**src/rtl/rx_packet_monitor.sv**
```systemverilog
// rx_packet_monitor
// Receive-side checker for the framed GTX test-packet stream. Classifies each
// aligned word, tracks SOP/EOP framing, verifies the payload length and the
// incrementing byte pattern, maintains link-up status, and keeps saturating
// packet/error counters plus a per-window good-packet rate.

module rx_packet_monitor #(
    parameter int unsigned LINK_UP_CNT      = 64,
    parameter int unsigned LINK_DOWN_CYCLES = 1024,
    parameter int unsigned WINDOW_CYCLES    = 156250000
) (
    input  logic        rx_clk,
    input  logic        rst_n,
    input  logic [31:0] gt_rx_data,
    input  logic [3:0]  gt_rx_ctrl,
    input  logic        count_clr,
    output logic        link_up,
    output logic        in_frame,
    output logic [31:0] packet_cnt,
    output logic [31:0] error_packet_cnt,
    output logic [31:0] error_word_cnt,
    output logic [7:0]  last_pkt_type,
    output logic [31:0] pkt_rate
);

    localparam int IDLE_W = $clog2(LINK_UP_CNT + 1);
    localparam int SIL_W  = $clog2(LINK_DOWN_CYCLES + 1);
    localparam int WIN_W  = (WINDOW_CYCLES > 1) ? $clog2(WINDOW_CYCLES) : 1;

    localparam logic [IDLE_W-1:0] IDLE_TARGET = IDLE_W'(LINK_UP_CNT);
    localparam logic [SIL_W-1:0]  SIL_TARGET  = SIL_W'(LINK_DOWN_CYCLES);
    localparam logic [WIN_W-1:0]  WIN_LAST    = WIN_W'(WINDOW_CYCLES - 1);

    typedef enum logic [2:0] {
        W_IDLE,
        W_SOP,
        W_EOP,
        W_DATA,
        W_BAD
    } word_e;

    typedef enum logic {
        WAIT_SOP,
        PAYLOAD
    } state_e;

    // Saturating +1 used by every 32-bit counter.
    function automatic logic [31:0] sat_inc(input logic [31:0] v, input logic en);
        return (en && (v != 32'hFFFF_FFFF)) ? v + 32'd1 : v;
    endfunction

    word_e              word_cls;
    state_e             state_q;
    logic [15:0]        exp_len_q;
    logic [15:0]        word_cnt_q;
    logic [7:0]         exp_byte_q;
    logic               err_flag_q;
    logic [7:0]         last_type_q;
    logic               in_frame_q;

    logic [IDLE_W-1:0]  idle_cnt_q, idle_cnt_d;
    logic [SIL_W-1:0]   sil_cnt_q, sil_cnt_d;
    logic               link_up_q;
    logic               link_rise, link_fall;

    logic               pat_ok, beyond_len;
    logic               good_evt, err_pkt_evt, err_word_evt;

    logic [31:0]        packet_cnt_q, error_packet_cnt_q, error_word_cnt_q;
    logic [31:0]        acc_q, pkt_rate_q;
    logic [WIN_W-1:0]   win_cnt_q;
    logic               win_wrap;

    // Classify the incoming word; anything not explicitly recognised is BAD.
    always_comb begin
        // NOTE: every combinational output gets a default first so no path
        // leaves it unassigned, which would otherwise infer a latch.
        word_cls = W_BAD;
        if (gt_rx_ctrl == 4'b0000) begin
            word_cls = W_DATA;
        end else if (gt_rx_ctrl == 4'b0001) begin
            case (gt_rx_data[7:0])
                8'hBC:   word_cls = W_IDLE;
                8'hFB:   word_cls = W_SOP;
                8'hFD:   word_cls = W_EOP;
                default: word_cls = W_BAD;
            endcase
        end
    end

    // Next values of the link counters and the link rise/fall conditions.
    always_comb begin
        idle_cnt_d = '0;
        if (word_cls == W_IDLE) begin
            idle_cnt_d = (idle_cnt_q == IDLE_TARGET) ? idle_cnt_q : idle_cnt_q + IDLE_W'(1);
        end
        sil_cnt_d = '0;
        if (!(word_cls inside {W_IDLE, W_SOP, W_EOP})) begin
            sil_cnt_d = (sil_cnt_q == SIL_TARGET) ? sil_cnt_q : sil_cnt_q + SIL_W'(1);
        end
        link_rise = (idle_cnt_d == IDLE_TARGET);
        link_fall = link_up_q && ((word_cls == W_BAD) || (sil_cnt_d == SIL_TARGET));
    end

    // Frame-level counter events; a link drop discards the open packet silently.
    always_comb begin
        pat_ok       = (gt_rx_data == {4{exp_byte_q}});
        beyond_len   = (word_cnt_q >= exp_len_q);
        good_evt     = 1'b0;
        err_pkt_evt  = 1'b0;
        err_word_evt = 1'b0;
        if ((state_q == PAYLOAD) && !link_fall) begin
            case (word_cls)
                W_DATA: err_word_evt = !pat_ok;
                W_EOP: begin
                    if (err_flag_q || (word_cnt_q != exp_len_q)) err_pkt_evt = 1'b1;
                    else                                         good_evt    = 1'b1;
                end
                default: err_pkt_evt = 1'b1;
            endcase
        end
    end

    // Frame FSM: SOP (re)starts a packet from any state; payload words are
    // tracked until EOP or an aborting word returns to WAIT_SOP.
    always_ff @(posedge rx_clk or negedge rst_n) begin
        // NOTE: sequential state uses non-blocking assignments so every
        // register samples pre-edge values regardless of statement order.
        if (!rst_n) begin
            state_q     <= WAIT_SOP;
            exp_len_q   <= '0;
            word_cnt_q  <= '0;
            exp_byte_q  <= '0;
            err_flag_q  <= 1'b0;
            last_type_q <= '0;
            in_frame_q  <= 1'b0;
        end else if (link_fall) begin
            state_q    <= WAIT_SOP;
            in_frame_q <= 1'b0;
        end else if (word_cls == W_SOP) begin
            state_q     <= PAYLOAD;
            in_frame_q  <= 1'b1;
            exp_len_q   <= gt_rx_data[31:16];
            last_type_q <= gt_rx_data[15:8];
            exp_byte_q  <= 8'h00;
            word_cnt_q  <= '0;
            err_flag_q  <= 1'b0;
        end else if (state_q == PAYLOAD) begin
            if (word_cls == W_DATA) begin
                exp_byte_q <= exp_byte_q + 8'd1;
                if (word_cnt_q != 16'hFFFF) word_cnt_q <= word_cnt_q + 16'd1;
                if (!pat_ok || beyond_len) err_flag_q <= 1'b1;
            end else begin
                state_q    <= WAIT_SOP;
                in_frame_q <= 1'b0;
            end
        end
    end

    // Link monitor: consecutive-idle and silence counters drive link_up.
    always_ff @(posedge rx_clk or negedge rst_n) begin
        if (!rst_n) begin
            idle_cnt_q <= '0;
            sil_cnt_q  <= '0;
            link_up_q  <= 1'b0;
        end else begin
            idle_cnt_q <= idle_cnt_d;
            sil_cnt_q  <= sil_cnt_d;
            if (link_fall)      link_up_q <= 1'b0;
            else if (link_rise) link_up_q <= 1'b1;
        end
    end

    // Free-running rate window, independent of count_clr.
    always_ff @(posedge rx_clk or negedge rst_n) begin
        if (!rst_n) win_cnt_q <= '0;
        else        win_cnt_q <= win_wrap ? '0 : win_cnt_q + WIN_W'(1);
    end

    assign win_wrap = (win_cnt_q == WIN_LAST);

    // Saturating counters and window accumulator; count_clr beats any increment.
    always_ff @(posedge rx_clk or negedge rst_n) begin
        if (!rst_n) begin
            packet_cnt_q       <= '0;
            error_packet_cnt_q <= '0;
            error_word_cnt_q   <= '0;
            acc_q              <= '0;
            pkt_rate_q         <= '0;
        end else if (count_clr) begin
            packet_cnt_q       <= '0;
            error_packet_cnt_q <= '0;
            error_word_cnt_q   <= '0;
            acc_q              <= '0;
            pkt_rate_q         <= '0;
        end else begin
            packet_cnt_q       <= sat_inc(packet_cnt_q, good_evt);
            error_packet_cnt_q <= sat_inc(error_packet_cnt_q, err_pkt_evt);
            error_word_cnt_q   <= sat_inc(error_word_cnt_q, err_word_evt);
            if (win_wrap) begin
                pkt_rate_q <= sat_inc(acc_q, good_evt);
                acc_q      <= '0;
            end else begin
                acc_q <= sat_inc(acc_q, good_evt);
            end
        end
    end

    assign link_up          = link_up_q;
    assign in_frame         = in_frame_q;
    assign packet_cnt       = packet_cnt_q;
    assign error_packet_cnt = error_packet_cnt_q;
    assign error_word_cnt   = error_word_cnt_q;
    assign last_pkt_type    = last_type_q;
    assign pkt_rate         = pkt_rate_q;

endmodule

```
**config.mk**
```make
export PLATFORM = sky130hd
export DESIGN_NAME = rx_packet_monitor
export DESIGN_NICKNAME = d
export VERILOG_FILES = /design/src/rtl/rx_packet_monitor.sv
export SDC_FILE = /design/constraint.sdc
export NUM_CORES = 1
export LEC_CHECK = 0
export BUFFER_PORTS_ARGS = -buffer_cell sky130_fd_sc_hd__buf_2
export CAP_MARGIN = 5
export CORE_ASPECT_RATIO = 1.2
export CORE_MARGIN = 8
export CORE_UTILIZATION = 45
export CTS_BUF_LIST = sky130_fd_sc_hd__clkbuf_8
export CTS_CLUSTER_SIZE = 25
export DETAILED_ROUTE_END_ITERATION = 10
export GPL_TIMING_DRIVEN = 0
export PLACE_DENSITY_LB_ADDON = 0.1
export SLEW_MARGIN = 0
export SYNTH_ARGS = -nofsm -noshare
export SYNTH_HDL_FRONTEND = slang
export SYNTH_SLANG_ARGS = --single-unit
```
**constraint.sdc**
```tcl
create_clock -name rx_clk -period 3.2 [get_ports rx_clk]
set_input_delay 0.32 -clock rx_clk [delete_from_list [all_inputs] [get_ports rx_clk]]
set_output_delay 0.32 -clock rx_clk [all_outputs]
set_load 0.05 [all_outputs]
```
==> flow_metrics.tcl <==
set metrics [dict create \
    synth-edff-count 0 \
    holdWs_ns 0.03640 \
    n_antenna_cell 0 \
    seq_area_frac_synth_pct 47.53 \
    fillers 2784 \
    initial_core_util_pct 45.74 \
    clock-sinks 258 \
    netlist_area_um2 13580 \
    worst_pin_slew_ns 0.8582 \
    rsz0062_at_grt "yes" \
    swShare_pct 24.97 \
    final_common_cell "dfrtp_1" \
    crit_required_ns 3.65 \
    dieArea_um2 36020 \
    final_max_slew_viol_count 0 \
    maxCapViolCount 0 \
    nNetsFinal 1759 \
    dpl.hpwl_um 28020 \
    grt_pass1_wl_um 61910 \
    final_layout_size_suffix_gt1_share_pct 17.28 \
    drt_iter0_drc 661 \
    async_flop_share_pct 100.0 \
    synthCells 1450 \
    relSlewSlack_pct 42.35 \
    gp_congestion 0.8521 \
    die_y_um 206.3 \
    powerDensity_nw_per_um2 417.9 \
    syn_nets 1516 \
    vdd.ir_drop.worst_mv 0.2833 \
    numCtsBuffers 45 \
    synth_area_per_cell_um2 9.368 \
    switchingPower_mw 1.682 \
    outcome "finished, final reports clean" \
    final_cell_mix "dfrtp_1, nor2_1, buf_2" \
    p_int_mw 5.054 \
    placementRows 69 \
    hold_viol_final 0 \
    drc 0 \
    grt_pass1_vias 11737 \
    hp-class "in -> reg" \
    io_buffers 175 \
    clk_pin_slew_ns 0.06 \
    first_pass_iters 5 \
    finClkSkew_ns 0.03567 \
    clk_latency_ns 0.58 \
    ys_types 65 \
    clk_path_buf_depth 3 \
    wl_per_cell_um 18.04 \
    synthFlopType "dfrtp_1" \
    wirelength_um 38160 \
    total_power_mw 6.735 \
    post-route-util_pct 54.27 \
    cp_data_arrival_time_ns 3.45 \
    worstSetupEndpointType "register" \
    worstPathMaxFanout 10 \
    cts_tree "done" \
    track_usage_pct 20.92 \
    finalInstanceArea_um2 16120 \
    ios 177 \
    grt_antenna_before_repair 0 \
    coreArea_um2 29700 \
    period_minus_slack_ns 3.005 \
    die-width_um 174.6 \
    p_seq_share_pct 50.7 \
    area.growth.synth_to_final_pct 18.65 \
    finalSetupViolCount 0 \
    fin_crit_sh_pct 93.91 \
    power.share.clock_pct 44.1 \
    cts-root-buf "clkbuf_8" \
    fmax_mhz 332.8 \
    ant_nets 0 \
    ys_ff_latch 258 \
    grt_max_degree 112 \
    placed_area_um2 15010 \
    vias_per_cell 5.589 \
    ys.warnings.count 0 \
    dr_total_vias 11821 \
    start_kind "register" \
    h-tree-depth 2 \
    p_comb_share_pct 5.2 \
    rrSetupSlack_ns 0.19 \
    p_leak_nw 7.256 \
    worstSetupPathType "reg -> reg" \
    gr-total-overflow 0 \
]
registers in the layout, summed over array words and instances (netlist names):
| register | count |
|---|---|
| error_packet_cnt | 32 |
| acc_q | 32 |
| error_word_cnt | 32 |
| link_up | 1 |
| sil_cnt_q | 11 |
| exp_len_q | 16 |
| last_pkt_type | 8 |
| state_q | 1 |
| exp_byte_q | 8 |
| idle_cnt_q | 7 |
| pkt_rate | 32 |
| in_frame | 1 |
| err_flag_q | 1 |
| win_cnt_q | 28 |
| packet_cnt | 32 |
| word_cnt_q | 16 |
through the flow:
step	setup TNS, ns	worst slack, ns	std cells
2_1_floorplan	0	0.6575	1450
3_3_place_gp	-784.78	-3.071	2015
3_5_place_dp	0	0.03974	2017
4_1_cts	0	0.01201	2114
5_1_grt	-0.01980	-0.008763	2115
6_report	0	0.1948	2115
power groups by stage:
stage	Sequential, mW	Clock, mW	Combinational (mW)
after floorplan	3.45	0	0.174
after global placement	3.47	0	0.322
after detailed placement	3.47	0	0.338
after CTS	3.41	3.07	0.356
after global routing	3.42	3.23	0.397
final	3.41	2.97	0.351
final timing paths:
| kind | startpoint | endpoint | cells past startpoint |
|---|---|---|---|
| worst max register to register | word_cnt_q[13] | packet_cnt[30] | 9 |
| max in group asynchronous | rst_n | packet_cnt[18] | 3 |
| worst min-delay path | gt_rx_data[31] | exp_len_q[15] | 3 |
| min in group asynchronous | rst_n | exp_byte_q[5] | 2 |
| worst min register to register | win_cnt_q[0] | win_cnt_q[0] | 1 |
| worst max-delay path | word_cnt_q[13] | packet_cnt[30] | 9 |
cells by family after synthesis:
family	count (synthesis)	synth area share (%)
buffers and inverters	101	3.298
adder cells (fa/ha/maj)	27	2.487
AND/OR/NAND/NOR	715	27.23
flip-flops	258	47.53
AO/OA/AOI/OAI	203	9.700
multiplexers	24	1.888
XOR/XNOR	122	7.867
area by class of cell:
| type | count | area (µm²) | share of cell area, % |
|---|---|---|---|
| tap | 390 | 488.0 | 3.028 |
| multi-input combinational | 1091 | 6708 | 41.62 |
| inverter | 38 | 142.6 | 0.8850 |
| clock buffer | 57 | 784.5 | 4.868 |
| sequential | 258 | 6456 | 40.06 |
| timing repair buffer | 196 | 1129 | 7.003 |
| clock inverter | 22 | 103.9 | 0.6444 |
| buffer | 63 | 305.3 | 1.894 |
critical path: stages (launching register included):
cell	delay, ns
dfrtp_1	0.45
ha_1	0.34
nand4_2	0.16
nor4_4	0.47
nand4_4	0.34
nand3b_1	0.32
clkbuf_1	0.27
nor4_1	0.29
xnor2_1	0.16
nor2_1	0.05
cells in the mapped netlist, types with 3 or more instances:
master    instances  share of area (%)
inv_1            38                1.1
o21a_1            3               0.17
nor2b_1          20               0.92
o21ba_2           3               0.22
nor4_1           18               0.83
xor2_1           46                3.0
o211ai_1          9               0.50
nand3_1          86                3.2
or2_2             4               0.18
nand4_1          51                2.3
nor3_1           44                1.6
xnor2_1          76                4.9
or4_1            40                2.2
nor4b_1           4               0.26
buf_4             8               0.44
or3_1            33                1.5
nand2b_1         11               0.51
buf_6             4               0.33
buf_2             6               0.22
mux2i_1          11               0.81
clkbuf_1         38                1.1
buf_1             6               0.17
o31ai_1          26                1.4
nand3b_1          3               0.17
a211oi_1         35                1.9
a21o_1            3               0.17
o21ai_0          50                1.8
nand2_1         130                3.6
nor2_1          195                5.4
ha_1             27                2.5
and4_1           23                1.5
nor2_2            3               0.14
mux2_2           11               0.91
dfrtp_1         258                 48
and2_1            8               0.37
a21oi_1          54                2.0
and3_1           30                1.4
timing repair:
action	4_1_cts	5_1_grt
setup endpoints to repair	0	18
hold buffers	18	0
gates resized for setup	0	3
endpoints found under the hold margin	69	0
buffers inserted	0	1
layer usage:
layer	GRT usage (%)	wire [µm]	part of all wire (%)
met5	0	0	0
met1	25.00	15690	41
met4	7.608	1021	2.7
met3	5.135	2404	6.3
met2	36.23	19040	50
Note: power is estimated with default switching activity, not from simulation.
